<file path="src/rtl/credit_manager.sv">
// rtl/credit_manager.sv - coin credit accumulator with vend/refund arbitration and change payout
//
// Purpose: accumulates committed coin pulse counts into credit units, grants or
// denies vends, holds a timed dispense strobe and pays change to a hopper as
// timed pulses. Optional idle auto-refund is enabled by defining CREDIT_TIMEOUT_EN.
//
// Ports:
//   clk           clock
//   rst           synchronous active-high reset
//   coin_in       committed pulse count, nonzero one cycle per coin
//   vend_req      vend request (IDLE only), price sampled with it
//   price         item price in credit units
//   refund_req    refund request (IDLE only)
//   credit        current credit (registered)
//   dispense      item-release strobe
//   change_pulse  hopper drive, one high phase per CHANGE_UNIT paid
//   busy          high whenever not IDLE
//   deny          one-cycle pulse on vend refused for insufficient credit
//   coin_overflow one-cycle pulse when credit saturates

module credit_manager #(
  parameter int COIN_WIDTH          = 6,
  parameter int CREDIT_WIDTH        = 12,
  parameter int MAX_CREDIT          = 4000,
  parameter int UNIT_VALUE          = 10,
  parameter int DISPENSE_CYCLES     = 100,
  parameter int CHANGE_UNIT         = 50,
  parameter int CHANGE_PULSE_CYCLES = 20,
  parameter int TIMEOUT_CYCLES      = 1000
) (
  input  logic                    clk,
  input  logic                    rst,
  input  logic [COIN_WIDTH-1:0]   coin_in,
  input  logic                    vend_req,
  input  logic [CREDIT_WIDTH-1:0] price,
  input  logic                    refund_req,
  output logic [CREDIT_WIDTH-1:0] credit,
  output logic                    dispense,
  output logic                    change_pulse,
  output logic                    busy,
  output logic                    deny,
  output logic                    coin_overflow
);

  // Wide enough that credit + the largest coin never wraps before saturation.
  localparam int NW      = CREDIT_WIDTH + COIN_WIDTH + 4;
  localparam int CNT_MAX = (DISPENSE_CYCLES > CHANGE_PULSE_CYCLES) ? DISPENSE_CYCLES : CHANGE_PULSE_CYCLES;
  localparam int CW      = $clog2(CNT_MAX + 1);

  localparam logic [CW-1:0]           DISP_LAST = CW'(DISPENSE_CYCLES - 1);
  localparam logic [CW-1:0]           CHG_LAST  = CW'(CHANGE_PULSE_CYCLES - 1);
  localparam logic [CREDIT_WIDTH-1:0] CU_C      = CREDIT_WIDTH'(CHANGE_UNIT);

  typedef enum logic [1:0] {IDLE, DISPENSE, CHANGE_HI, CHANGE_LO} state_t;

  state_t                  state, state_n;
  logic [CW-1:0]           cnt, cnt_n;
  logic                    take_price, take_change, deny_n, timeout_hit;
  logic [NW-1:0]           add_w, sub_w, next_w;
  logic                    sat;
  logic [CREDIT_WIDTH-1:0] credit_n;

`ifdef CREDIT_TIMEOUT_EN
  localparam int TW = $clog2(TIMEOUT_CYCLES + 1);
  logic [TW-1:0] idle_cnt;

  assign timeout_hit = (idle_cnt == TW'(TIMEOUT_CYCLES));

  // Counts only undisturbed IDLE cycles with credit held; any activity restarts it.
  always_ff @(posedge clk) begin
    if (rst) begin
      idle_cnt <= '0;
    end else if (state != IDLE || coin_in != '0 || vend_req || refund_req ||
                 credit == '0 || timeout_hit) begin
      idle_cnt <= '0;
    end else begin
      idle_cnt <= idle_cnt + 1'b1;
    end
  end
`else
  assign timeout_hit = 1'b0;
`endif

  // Next-state and deduction selection.
  always_comb begin
    state_n     = state;
    cnt_n       = cnt + 1'b1;
    take_price  = 1'b0;
    take_change = 1'b0;
    deny_n      = 1'b0;
    case (state)
      IDLE: begin
        cnt_n = '0;
        if (vend_req) begin
          if (credit >= price) begin
            take_price = 1'b1;
            state_n    = DISPENSE;
          end else begin
            deny_n = 1'b1;
          end
        end else if ((refund_req || timeout_hit) && credit >= CU_C) begin
          state_n = CHANGE_HI;
        end
      end
      DISPENSE: begin
        if (cnt == DISP_LAST) begin
          cnt_n   = '0;
          state_n = (credit >= CU_C) ? CHANGE_HI : IDLE;
        end
      end
      CHANGE_HI: begin
        if (cnt == CHG_LAST) begin
          cnt_n       = '0;
          take_change = 1'b1;
          state_n     = CHANGE_LO;
        end
      end
      CHANGE_LO: begin
        // Re-evaluated here so coins added during payout extend it.
        if (cnt == CHG_LAST) begin
          cnt_n   = '0;
          state_n = (credit >= CU_C) ? CHANGE_HI : IDLE;
        end
      end
      default: begin
        cnt_n   = '0;
        state_n = IDLE;
      end
    endcase
  end

  // Credit datapath: deductions never exceed credit, so only the top needs clamping.
  always_comb begin
    add_w = NW'(coin_in) * NW'(UNIT_VALUE);
    sub_w = '0;
    if (take_price) begin
      sub_w = NW'(price);
    end else if (take_change) begin
      sub_w = NW'(CHANGE_UNIT);
    end
    next_w   = NW'(credit) - sub_w + add_w;
    sat      = (next_w > NW'(MAX_CREDIT));
    credit_n = sat ? CREDIT_WIDTH'(MAX_CREDIT) : next_w[CREDIT_WIDTH-1:0];
  end

  // Outputs are registered from the next state so they align with the state register.
  always_ff @(posedge clk) begin
    if (rst) begin
      state         <= IDLE;
      cnt           <= '0;
      credit        <= '0;
      dispense      <= 1'b0;
      change_pulse  <= 1'b0;
      busy          <= 1'b0;
      deny          <= 1'b0;
      coin_overflow <= 1'b0;
    end else begin
      state         <= state_n;
      cnt           <= cnt_n;
      credit        <= credit_n;
      dispense      <= (state_n == DISPENSE);
      change_pulse  <= (state_n == CHANGE_HI);
      busy          <= (state_n != IDLE);
      deny          <= deny_n;
      coin_overflow <= sat;
    end
  end

endmodule

</file>
<file path="config.mk">
export PLATFORM = sky130hd
export DESIGN_NAME = credit_manager
export DESIGN_NICKNAME = d
export VERILOG_FILES = /design/src/rtl/credit_manager.sv
export SDC_FILE = /design/constraint.sdc
export NUM_CORES = 1
export LEC_CHECK = 0
export CORE_MARGIN = 2
export CORE_UTILIZATION = 49
export DETAILED_ROUTE_END_ITERATION = 8
export PLACE_DENSITY = 0.74
export SLEW_MARGIN = 40
export SYNTH_ARGS = -nofsm -noshare
export SYNTH_HDL_FRONTEND = slang
export SYNTH_SLANG_ARGS = --single-unit
</file>
<file path="constraint.sdc">
create_clock -name clk -period 11.6 [get_ports clk]
set_input_delay 2.32 -clock clk [delete_from_list [all_inputs] [get_ports clk]]
set_output_delay 2.32 -clock clk [all_outputs]
set_load 0.01 [all_outputs]
</file>
==> run metrics, run 1 <==
Layout Nets ~400; power density over the cells 286 nW/um2; Post-Synth Adder-Cell Area 28.0%; footprint of the multi-input gates about 1700 um2; WP data required 11.77 ns; clock root buffer clkbuf_8; Core Area between 4000 and 5000 um2; setup ws final 4.50 ns; commonest non-fill, non-tap cells in the layout 46 x inv_1, 38 x clkdlybuf4s50_1, 35 x ha_1; Pint between 0.4 and 0.5 mW; crit path DAT 7.27 ns; CP max-delay cell fa_1; post-route ant nets 0; synth warn 0; number of fill cells in the layout roughly 440; fmax 141 MHz; Total GRT Usage 21.9%; CP Max Fanout 8; Crit. path cell count 21; DR DRC count 0; status finished, final reports clean; CP endpoint kind flip-flop; Gate power share between 70% and 80%; Seq pwr share 16.7%; I/O pin count 39; hold slack 0.461 ns; Primary FF master, synth dfxtp_1; drt via density 5.33; Post-Route WL ~5.4 mm; critical path buffer and inverter count 3; P&R area growth vs syn 21.3%; pre-CTS setup slack between 4 and 5 ns; Synth Area in XOR/XNOR roughly 6.2%; first-pass iteration count of the detailed router 4; RD Place Congestion about 0.89; Avg Inst Size Synth approximately 8.5 um2; Die Wd ~74 um; Final Hold Violating Endpoints 0; EDFF count, synth 0; relative slew slack between 60% and 70%; # hold bufs at CTS 0; DR WL/cell around 14 um; first-pass GRT wire length between 9 and 10 mm; hold path cells 1; crit path cell chain clkdlybuf4s50_1, inv_1, ha_1, a211oi_1, nand2_1, a21oi_1, a21oi_1, nand3_1, nor2_1, a21oi_1, fa_1, ha_1, inv_1, fa_1, and2b_1, o211ai_1, a21bo_1, a2111o_1, a211oi_2, o21ai_1, and4_2; final slew viol count 0; clock tree buffer depth 2; synth unique cells 47; mux contribution to synthesized area 0.414%; layout cells sized above 1 between 4 and 5%; Setup Crit Path Kind input pin to flip-flop; Final period util around three fifths; count of state elements after synthesis 26; RSZ-0062 raised after global routing false; Synth Area in Compound Gates approximately a fifth; post-route setup TNS 0 ns; Max VDD drop roughly 0.00026 V; die height roughly 74 um; antenna cells 0; Resized Gates After CTS 0; combinational family with the most area after synthesis adder cells; NetSw just over 0.4 mW; Clock Power Share between 6 and 7%; Setup Fix Bufs, Post-CTS 0; simple-gate portion of the synthesized area 16.8%; leakage roughly 1.3 nW; DR vias ~2100; cells after synthesis ~290; Seq/Total Area, Yosys between 20% and 30%; Switching Fraction 49.0%; CTS clk-pin slew, worst paths ~0.090 ns; R2R Setup Slk between 6 and 7 ns; Worst Skew a little over 0.002 ns; syn_nets around 350; Worst Hold Class flip-flop to flip-flop; Worst-Margin Slew roughly 0.54 ns; initial antenna violation count 0; Post-DP HPWL between 4 and 5 mm; CP startpoint kind input pin; CTS Buf Count 3; row cnt 25; largest stage delay on the critical path 0.51 ns; pin count of the biggest net entering global routing 15; Initial DRC Count 75; H-tree depth 1; R2R depth 19; number of global-route vias before repair roughly 2100; Port Buffers 38; Register Area roughly 520 um2; grt ovf 0; synthesized area 2420 um2; cell mode on critical path a21oi_1; fin crit period 7.10 ns; CTS tree done; setup violators final 0; Worst path top cell family by delay compound AO/OA/AOI/OAI gates; CTS sink cnt 26; initial core utilization between 50% and 60%; Async SR Flop Fraction 0%; max cap viols 0; die area around 5500 um2; worst-skew pair later-pin latency 0.27 ns; commonest non-fill, non-tap cell in the layout inv_1
-- stage by stage --
step                cells  util [%]  power [mW]  instance area (um2)
CTS                   393      61.7       0.839                 2930
global route          393      61.7       0.928                 2930
finish                393      61.7       0.839                 2930
detailed placement    389      60.6       0.777                 2880
floorplan             285         -       0.618                 2420
global placement      389      60.6       0.766                 2880
-- flip-flops by register name, indices dropped and copies added, names as in the netlist --
register       cells
state              2
deny               1
coin_overflow      1
busy               1
dispense           1
credit            12
cnt                7
change_pulse       1
-- area by class of cell --
| type | instances | area share [%] |
|---|---|---|
| clock buffers | 4 | 1.88 |
| inverters | 46 | 5.88 |
| multi-input cells | 212 | 58.7 |
| flip-flops and latches | 26 | 17.7 |
| well taps | 67 | 2.86 |
| repair buffers | 38 | 13.0 |
-- synth_stat cells (2+ instances only) --
| cell | instances | area, um2 |
|---|---|---|
| nand2_1 | 13 | 48.8 |
| fa_1 | 12 | 240 |
| a21o_1 | 9 | 67.6 |
| a21oi_1 | 24 | 120 |
| nor2_1 | 23 | 86.3 |
| a31oi_1 | 2 | 12.5 |
| a211oi_2 | 2 | 25.0 |
| nand4_1 | 2 | 12.5 |
| inv_1 | 46 | 173 |
| dfxtp_1 | 26 | 521 |
| nand2b_1 | 3 | 18.8 |
| o211ai_1 | 2 | 15.0 |
| xnor2_1 | 12 | 105 |
| ha_1 | 35 | 438 |
| a211oi_1 | 3 | 22.5 |
| and2_1 | 3 | 18.8 |
| nor3b_1 | 5 | 37.5 |
| nor2b_1 | 3 | 18.8 |
| xor2_1 | 5 | 43.8 |
| o21a_1 | 4 | 30.0 |
| o21ai_0 | 10 | 50.1 |
| nor3_1 | 8 | 40.0 |
| nand3_1 | 8 | 40.0 |
| o21ai_1 | 2 | 10.0 |
-- power by group through the flow --
stage	logic, mW	clock network, mW	registers [mW]
final	0.641	0.0583	0.140
after CTS	0.639	0.0594	0.141
after global routing	0.721	0.0637	0.144
after detailed placement	0.635	0	0.142
after global placement	0.624	0	0.142
after floorplan	0.473	0	0.145
-- metal layers --
layer | up-vias | wire length [um] | GRT usage (%)
met5 | - | 0 | 0
met4 | 0 | 134 | 6.15
met3 | 10 | 169 | 2.71
met2 | 46 | 2520 | 35.7
met1 | 983 | 2610 | 30.8
li1 | 1056 | - | -
-- kinds of logic (layout without fill, tap and decap cells) --
family	after synthesis	after routing
flops	26	26
simple gates	79	79
buf+inv	47	88
compound gates	68	68
xor+xnor	17	17
fa+ha+maj	47	47
mux	1	1
-- path summary, 6_finish.rpt --
| check | startpoint | to |
|---|---|---|
| hold / removal | cnt[0] | cnt[0] |
| setup / recovery | price[11] | credit[1] |
| hold reg to reg | cnt[0] | cnt[0] |
| setup reg to reg | credit[11] | credit[1] |
Note: power is estimated with default switching activity, not from simulation.
==> inputs of run 2 (changes only) <==
==> constraint.sdc (replaced) <==
create_clock -name clk -period 7.2 [get_ports clk]
set_input_delay 1.44 -clock clk [delete_from_list [all_inputs] [get_ports clk]]
set_output_delay 1.44 -clock clk [all_outputs]
set_load 0.01 [all_outputs]
==> run 2 against run 1 <==
Cell count stayed put. Setup slack lost 3.5 ns. Largest power group unchanged. Die area did not move. Design area is 0.55% higher. Clock skew rose by 0.0015 ns. First-iteration DRC count grew 9.3%. Non-clock buffer count unchanged. Clock power rose by 110%. Sequential power up 61%. Sequential share of layout area shrank 0.098 points. Global-route usage decreased by 0.59 points. Power increased by 64%.
==> run metrics, run 2 (synthesized netlist as in run 1, its figures left out) <==
post-route setup TNS 0 ns; Setup Fix Bufs, Post-CTS 0; max cap viols 0; Final Hold Violating Endpoints 0; CTS sink cnt 26; Routed met1 length ~2.6 mm; WP data required 7.36 ns; footprint of the multi-input gates 1720 um2; first-pass GRT wire length between 9 and 10 mm; Post-Route WL 5.34 mm; cell mode on critical path a21oi_1; drt via density approximately 5.2; max reg flops 12; Initial DRC Count 82; # hold bufs at CTS 0; hold worst-path end cnt[0]; fin crit period approximately 6.2 ns; relative slew slack between 60% and 70%; CTS clk-pin slew, worst paths about 0.090 ns; Worst Hold Class flip-flop to flip-flop; row cnt 25; CTS tree done; Post-DP HPWL between 4 and 5 mm; Worst-Margin Slew 0.527 ns; I/O pin count 39; Clock Power Share 8.7%; critical path buffer and inverter count 3; layout cells sized above 1 between 4 and 5%; RSZ-0062 raised after global routing false; Register Area 520 um2; NetSw between 0.6 and 0.7 mW; first-pass iteration count of the detailed router 4; CP Max Fanout 8; Port Buffers 38; min-delay src cnt[0]; Total GRT Usage roughly a fifth; CTS Buf Count 3; final core utilization 62.1%; number of global-route vias before repair 1965; initial antenna violation count 0; fmax between 150 and 200 MHz; RD Place Congestion around 0.9; hold slack between 0.4 and 0.5 ns; crit path cell chain clkdlybuf4s50_1, inv_1, ha_1, a211oi_1, nand2_1, a21oi_1, a21oi_1, nand3_1, nor2_1, a21oi_1, fa_1, ha_1, inv_1, fa_1, and2b_1, o211ai_1, a21bo_1, a2111o_1, or2_0, o311ai_2, nor2b_1; Die Wd around 74 um; met2 wire len about 2.5 mm; Cell Count, Final, Fillers Out 393; Pint between 0.7 and 0.8 mW; RR Startpoint credit[11]; post-route ant nets 0; die area 5510 um2; CP max-delay cell fa_1; CP endpoint kind flip-flop; leakage roughly 1.3 nW; number of fill cells in the layout 428; Worst path top cell family by delay compound AO/OA/AOI/OAI gates; clock root buffer clkbuf_8; DR DRC count 0; crit path DAT between 6 and 7 ns; Most flops, register credit; final slew viol count 0; die height 74.3 um; setup violators final 0; P&R area growth vs syn 22.0%; R2R Setup Slk about 2.3 ns; Switching Fraction between 40 and 50%; R2R depth 19; pre-CTS setup slack 0.771 ns; power density over the cells 467 nW/um2; commonest non-fill, non-tap cells in the layout 46 x inv_1, 38 x clkdlybuf4s50_1, 35 x ha_1; dpl cells 389; initial core utilization approximately half; Seq pwr share between 15 and 20%; DR vias 2033; H-tree depth 1; metal3 WL about 190 um; Largest regs credit x12, cnt x7, state x2; hold path cells 1; worst-skew pair later-pin latency approximately 0.27 ns; Setup Crit Path Kind input pin to flip-flop; antenna cells 0; CP startpoint kind input pin; Final period util a little under nine tenths; Max VDD drop ~0.00034 V; commonest non-fill, non-tap cell in the layout inv_1; DR WL/cell between 10 and 15 um; Top Metal Used met4; grt ovf 0; clock tree buffer depth 2; status finished, final reports clean; setup ws final just under 1 ns; Layout Nets 396; Gate power share between 70 and 80%; Resized Gates After CTS 0; Worst Skew around 0.0036 ns; pin count of the biggest net entering global routing 16; Core Area ~4800 um2; Crit Reg-Reg Endpoint credit[3]; largest stage delay on the critical path 0.51 ns
[run 2: cell count changes in the layout (fill, tap and decap cells not counted)]
cell | previous run | this run
clkbuf_8 | 4 | 3
bufinv_16 | 0 | 1
[run 2: layout make-up]
cell class / instances / share of cell area, %
Tap cell: 67 / 2.84
Clock inverter: 1 / 1.02
Multi-Input combinational cell: 212 / 58.4
Inverter: 46 / 5.85
Clock buffer: 3 / 1.40
Sequential cell: 26 / 17.6
Timing Repair Buffer: 38 / 12.9
[run 2: worst max path at each step]
stage	startpoint	depth (start not counted)	slack, ns	to
after floorplan	price[11]	20	1.86	credit[3]
after global placement	price[11]	21	0.90	credit[3]
after detailed placement	price[11]	21	0.77	credit[3]
after CTS	price[11]	21	1.04	credit[3]
after global routing	price[11]	21	0.70	credit[3]
final	price[11]	21	0.99	credit[3]
[run 2: per-layer routing]
layer	vias to the layer above	GRT usage, %
li1	1057	-
met4	0	2.18
met3	2	2.85
met1	939	30.9
met5	-	0
met2	35	35.3
[run 2: metrics by stage]
| stage | power (mW) | area [um2] |
|---|---|---|
| 5_1_grt | 1.52 | 2950 |
| 4_1_cts | 1.38 | 2950 |
| 6_report | 1.38 | 2950 |
| 3_3_place_gp | 1.23 | 2880 |
| 3_5_place_dp | 1.25 | 2880 |
| 2_1_floorplan | 0.996 | 2420 |
[run 2: power groups by stage]
stage / Combinational [mW] / Clock (mW) / Sequential (mW)
floorplan: 0.762 / 0 / 0.234
global placement: 1.00 / 0 / 0.229
detailed placement: 1.02 / 0 / 0.230
CTS: 1.03 / 0.122 / 0.226
global route: 1.16 / 0.128 / 0.233
finish: 1.03 / 0.120 / 0.226
